[src/rtl/mcycle_sequencer.sv]
// mcycle_sequencer
// Machine-cycle / T-state sequencer for the 8085 core. Accepts machine-cycle
// requests from the instruction decoder. Steps T1..T6 with READY-driven wait
// states. Drives the external bus strobes and status lines, plus the
// register-file and instruction-register strobes used by an opcode fetch.
//
// Ports:
//   clk               system clock, rising edge
//   rst               synchronous active-low reset
//   mc_req            machine-cycle request (held with mc_type/mc_long until mc_ack)
//   mc_type[1:0]      00 OF, 01 MR, 10 MW, 11 BI
//   mc_long           OF only: 1 = six T-states, 0 = four
//   ready             external READY, sampled in T2 and TW
//   mc_ack            high during T1 of an accepted cycle
//   mc_done           high during the last T-state of a completed cycle
//   bus_err           one-cycle pulse in the idle cycle after a wait-limit abort
//   tstate[2:0]       0 idle, 1..6 = T1..T6, 7 = TW
//   ale               address latch enable
//   rd_n, wr_n        active-low bus strobes
//   status[1:0]       S1S0: OF 11, MR 10, MW 01, BI 00
//   pc_rw, dreg_rd, dreg_wr, dreg_inc   register-file controls for PC fetch/increment
//   dbus_to_instr_reg load opcode from DBUS into the instruction register
//
// Every output is a flop. The bus/strobe outputs are decoded from the
// next-state values and registered alongside the state, so no input reaches
// an output combinationally and the outputs always line up with tstate.
module mcycle_sequencer #(
    parameter int WAIT_LIMIT = 0
) (
    input  logic       clk,
    input  logic       rst,
    input  logic       mc_req,
    input  logic [1:0] mc_type,
    input  logic       mc_long,
    input  logic       ready,
    output logic       mc_ack,
    output logic       mc_done,
    output logic       bus_err,
    output logic [2:0] tstate,
    output logic       ale,
    output logic       rd_n,
    output logic       wr_n,
    output logic [1:0] status,
    output logic       pc_rw,
    output logic       dreg_rd,
    output logic       dreg_wr,
    output logic       dreg_inc,
    output logic       dbus_to_instr_reg
);

    // The counter must hold WAIT_LIMIT-1 without wrapping; keep at least 4 bits.
    localparam int WCW = (WAIT_LIMIT < 16) ? 4 : $clog2(WAIT_LIMIT + 1);
    // The abort is taken in the TW whose count (before increment) is WAIT_LIMIT-1,
    // i.e. after exactly WAIT_LIMIT wait states.
    localparam logic [WCW-1:0] ABORT_CNT = WCW'((WAIT_LIMIT == 0) ? 0 : WAIT_LIMIT - 1);

    localparam logic [1:0] MC_OF = 2'b00;
    localparam logic [1:0] MC_MR = 2'b01;
    localparam logic [1:0] MC_MW = 2'b10;
    localparam logic [1:0] MC_BI = 2'b11;

    typedef enum logic [2:0] {
        ST_IDLE = 3'd0,
        ST_T1   = 3'd1,
        ST_T2   = 3'd2,
        ST_T3   = 3'd3,
        ST_T4   = 3'd4,
        ST_T5   = 3'd5,
        ST_T6   = 3'd6,
        ST_TW   = 3'd7
    } state_t;

    typedef struct packed {
        logic       ale;
        logic       rd_n;
        logic       wr_n;
        logic [1:0] status;
        logic       pc_rw;
        logic       dreg_rd;
        logic       dreg_wr;
        logic       dreg_inc;
        logic       ir_load;
        logic       mc_ack;
        logic       mc_done;
    } outs_t;

    state_t         state_reg, state_next;
    logic [1:0]     type_reg, type_next;
    logic           long_reg, long_next;
    logic [WCW-1:0] wait_cnt_reg, wait_cnt_next;
    logic           bus_err_reg, bus_err_next;
    outs_t          outs_reg;

    function automatic logic is_last(state_t st, logic [1:0] ty, logic lg);
        return (st == ST_T3 && ty != MC_OF) ||
               (st == ST_T4 && ty == MC_OF && !lg) ||
               (st == ST_T6);
    endfunction

    function automatic outs_t decode(state_t st, logic [1:0] ty, logic lg);
        outs_t o;
        logic  is_of;
        logic  bus_phase;
        o         = '0;
        o.rd_n    = 1'b1;
        o.wr_n    = 1'b1;
        is_of     = (ty == MC_OF);
        bus_phase = (st == ST_T2) || (st == ST_TW) || (st == ST_T3);
        if (st != ST_IDLE) begin
            // S1S0 codes are the bitwise complement of the type encoding.
            o.status   = ~ty;
            o.ale      = (st == ST_T1) && (ty != MC_BI);
            o.rd_n     = !(bus_phase && (ty == MC_OF || ty == MC_MR));
            o.wr_n     = !(bus_phase && ty == MC_MW);
            o.pc_rw    = is_of && (st == ST_T1 || st == ST_T2);
            o.dreg_rd  = is_of && (st == ST_T1);
            o.dreg_wr  = is_of && (st == ST_T2);
            o.dreg_inc = is_of && (st == ST_T2);
            o.ir_load  = is_of && (st == ST_T3);
            o.mc_ack   = (st == ST_T1);
            o.mc_done  = is_last(st, ty, lg);
        end
        return o;
    endfunction

    always_comb begin
        state_next    = state_reg;
        type_next     = type_reg;
        long_next     = long_reg;
        wait_cnt_next = wait_cnt_reg;
        bus_err_next  = 1'b0;

        case (state_reg)
            ST_T1: state_next = ST_T2;
            ST_T2: state_next = (type_reg != MC_BI && !ready) ? ST_TW : ST_T3;
            ST_TW: begin
                if (wait_cnt_reg != '1)
                    wait_cnt_next = wait_cnt_reg + WCW'(1);
                if (ready) begin
                    state_next = ST_T3;
                end else if (WAIT_LIMIT != 0 && wait_cnt_reg == ABORT_CNT) begin
                    state_next   = ST_IDLE;
                    bus_err_next = 1'b1;
                end
            end
            ST_T3: if (type_reg == MC_OF) state_next = ST_T4;
            ST_T4: if (long_reg) state_next = ST_T5;
            ST_T5: state_next = ST_T6;
            default: ;
        endcase

        // Requests are only sampled in idle or in the last T-state; this lets a
        // new cycle start straight after the previous one with no idle gap.
        if (state_reg == ST_IDLE || is_last(state_reg, type_reg, long_reg)) begin
            if (mc_req) begin
                state_next    = ST_T1;
                type_next     = mc_type;
                long_next     = mc_long;
                wait_cnt_next = '0;
            end else begin
                state_next    = ST_IDLE;
            end
        end
    end

    always_ff @(posedge clk) begin
        if (!rst) begin
            state_reg    <= ST_IDLE;
            type_reg     <= MC_OF;
            long_reg     <= 1'b0;
            wait_cnt_reg <= '0;
            bus_err_reg  <= 1'b0;
            outs_reg     <= decode(ST_IDLE, MC_OF, 1'b0);
        end else begin
            state_reg    <= state_next;
            type_reg     <= type_next;
            long_reg     <= long_next;
            wait_cnt_reg <= wait_cnt_next;
            bus_err_reg  <= bus_err_next;
            outs_reg     <= decode(state_next, type_next, long_next);
        end
    end

    assign tstate            = state_reg;
    assign bus_err           = bus_err_reg;
    assign ale               = outs_reg.ale;
    assign rd_n              = outs_reg.rd_n;
    assign wr_n              = outs_reg.wr_n;
    assign status            = outs_reg.status;
    assign pc_rw             = outs_reg.pc_rw;
    assign dreg_rd           = outs_reg.dreg_rd;
    assign dreg_wr           = outs_reg.dreg_wr;
    assign dreg_inc          = outs_reg.dreg_inc;
    assign dbus_to_instr_reg = outs_reg.ir_load;
    assign mc_ack            = outs_reg.mc_ack;
    assign mc_done           = outs_reg.mc_done;

endmodule

[config.mk]
export PLATFORM = sky130hd
export DESIGN_NAME = mcycle_sequencer
export DESIGN_NICKNAME = d
export VERILOG_FILES = /design/src/rtl/mcycle_sequencer.sv
export SDC_FILE = /design/constraint.sdc
export NUM_CORES = 1
export LEC_CHECK = 0
export CORE_AREA = 4 4 58 60
export CTS_CLUSTER_DIAMETER = 40
export DETAILED_ROUTE_END_ITERATION = 6
export DIE_AREA = 0 0 62 64
export SETUP_SLACK_MARGIN = 0.5
export SKIP_CTS_REPAIR_TIMING = 1
export SLEW_MARGIN = 40
export SYNTH_ARGS = -nofsm -noshare
export SYNTH_HDL_FRONTEND = slang
export SYNTH_SLANG_ARGS = --single-unit
[constraint.sdc]
create_clock -name clk -period 2.5 [get_ports clk]
set_input_delay 0.5 -clock clk [delete_from_list [all_inputs] [get_ports clk]]
set_output_delay 0.5 -clock clk [all_outputs]
set_load 0.01 [all_outputs]
==> run metrics <==
Seq cells post-synth=17; maximum vdd drop=440 uV; DRT antenna net count=0; die footprint=3970 um^2; FF+latch area=343 um^2; number of port buffers=21; Total GRT Usage=10.8%; worst hold stages=2; Syn Area/Cell=9.26 um^2; io pins=23; Leak=0.415 nW; max_cap viols=0; Bufs and invs on worst path=1; multi-input combinational cell area=439 um^2; clk buf depth=2; top cells by area, synth=dfxtp_1 41%, nor2_1 7.3%, mux2i_1 4.9%; area leader, netlist=dfxtp_1; root buffer cell=clkbuf_4; Syn-to-layout area delta=31.4%; total gr overflow=0; largest net degree at the start of global routing=14; vias in the first global route=702; register area share after synthesis=41.3%; antenna violations before repair=0; Synth Area in Simple Gates=26.4%; Routability Congestion=0.893; min Tclk post-route=1880 ps; maximum clock frequency=533 MHz; XOR/XNOR Fraction of Synth Area=2.12%; die height=64 um; critical path class=flop to output port; Most used DFF post-synth=dfxtp_1; CTS tree=done; main combinational cell family by area after synthesis=simple AND/OR/NAND/NOR gates; Hold Crit Class=flop to flop; Fillers=308; Routed Wire Length=1860 um; CP max-delay cell=clkdlybuf4s50_1; Syn Inst Count=89; Worst path max stage delay=590 ps; CTS Buf Count=3; Max Fanout on Critical Path=13; depth of the most critical reg-to-reg path=5; first-pass GRT wire length=3220 um; drt drc=0; vias=701; Cell Chain, Critical Path=clkdlybuf4s50_1; RSZ-0062 raised after global routing=no; Detail Placement HPWL=1460 um; clk_lat worst skew=300 ps; Unique masters post-synth=37; final setup violation count=0; Slew Limit Headroom=65.3%; mux share of post-synthesis cell area=6.22%; asr flop ratio synth=0%; Iter 0 DRT Violations=15; CP delay by family, top=buffers and inverters; EDFF count, synth=0; critical path depth=1; critical path data required time=2000 ps; crit share post-route=75.1%; Sink Count=17; Starting Density=28.2%; vias per cell=4.83; skew final=4.66 ps; row count=20; Initial DRT Pass Iterations=4; Netlist Area Pre-Place=825 um^2; setup_tns=0 ps; clock-pin slew on the worst setup and hold paths=110 ps; area share of the largest cell type after synthesis=41.3%; layout cells sized above 1=16.1%; outcome=completed; Antenna Cells=0; Synth Area in Compound Gates=18.1%; Slew @ Worst Pin=513 ps; worst hold slack=583 ps; Startpoint Class=flop; Final Max Tran Viols=0; Layout Nets=120; PD cells=910 nW/um^2; Synth Area in Adders=0%; crit path DAT=1380 ps; H-tree levels=1; Ys Warns=0; max FFs per register=3; crit end category=output port; Die Span X=62 um; Final Hold Fails=0; Core Area=2930 um^2; WL per Instance=12.8 um; Mapped Nets=96
routing by layer:
metal | track usage [%] | wire, um
met5 | 0 | 0
met4 | 4.51 | 33
met3 | 2.83 | 120
met2 | 16.3 | 870
met1 | 14.2 | 839
cell type report:
cell class,instances,share of cell area [%]
inverter,2,0.693
tap,33,3.81
sequential,17,31.6
clock buffer,3,2.08
clock inverter,1,0.462
timing repair buffer,23,20.8
multi-input combinational,66,40.5
per-stage QoR:
stage	power (mW)	area, um^2	util, %	std cells	setup slack, ps
after detailed placement	0.836	1050	36.0	141	371
after global placement	0.833	1050	36.0	141	395
after floorplan	0.678	825	-	89	677
after global routing	1.06	1080	37.0	145	539
after CTS	0.989	1080	36.9	145	421
final	0.986	1080	37.0	145	623
power by group:
| group | internal, mW | switching (mW) |
|---|---|---|
| sequential | 0.331 | 0.0609 |
| combinational | 0.227 | 0.212 |
| clock | 0.0596 | 0.0947 |
layout by cell type, fill, tap and decap left out, types with 3 or more instances in the layout:
cell / n
clkdlybuf4s50_1: 21
dfxtp_1: 15
clkbuf_4: 3
nor2_1: 16
nand2_1: 6
a21oi_1: 7
nand2b_1: 5
mux2i_1: 4
synth_stat cells, drive strengths merged (2+ instances only):
cell	number
buf	4
nor2	16
nor3	2
o31ai	2
dfxtp	17
a21oi	7
nand2b	5
mux2i	4
and2	2
nand2	6
nand3	2
worst paths after layout:
kind	from	to	slack, ps
max	tstate[1]$_SDFF_PN0_	tstate[1]	620
min	long_reg$_SDFF_PN0_	long_reg$_SDFF_PN0_	580
max reg2reg	tstate[1]$_SDFF_PN0_	status[1]$_SDFF_PN0_	710
min reg2reg	long_reg$_SDFF_PN0_	long_reg$_SDFF_PN0_	580
cells by family after synthesis:
family	Yosys count
AO/OA/AOI/OAI	19
buffers and inverters	6
AND/OR/NAND/NOR	39
other	1
multiplexers	5
flip-flops	17
XOR/XNOR	2
worst reg2reg max path: stages, from the launching register on:
cell	delay, ps
dfxtp_2	490
nand2b_1	210
nand2_1	130
o2bb2ai_2	80
or4_4	560
a311oi_2	240
Power figures use the tool's default switching activity.
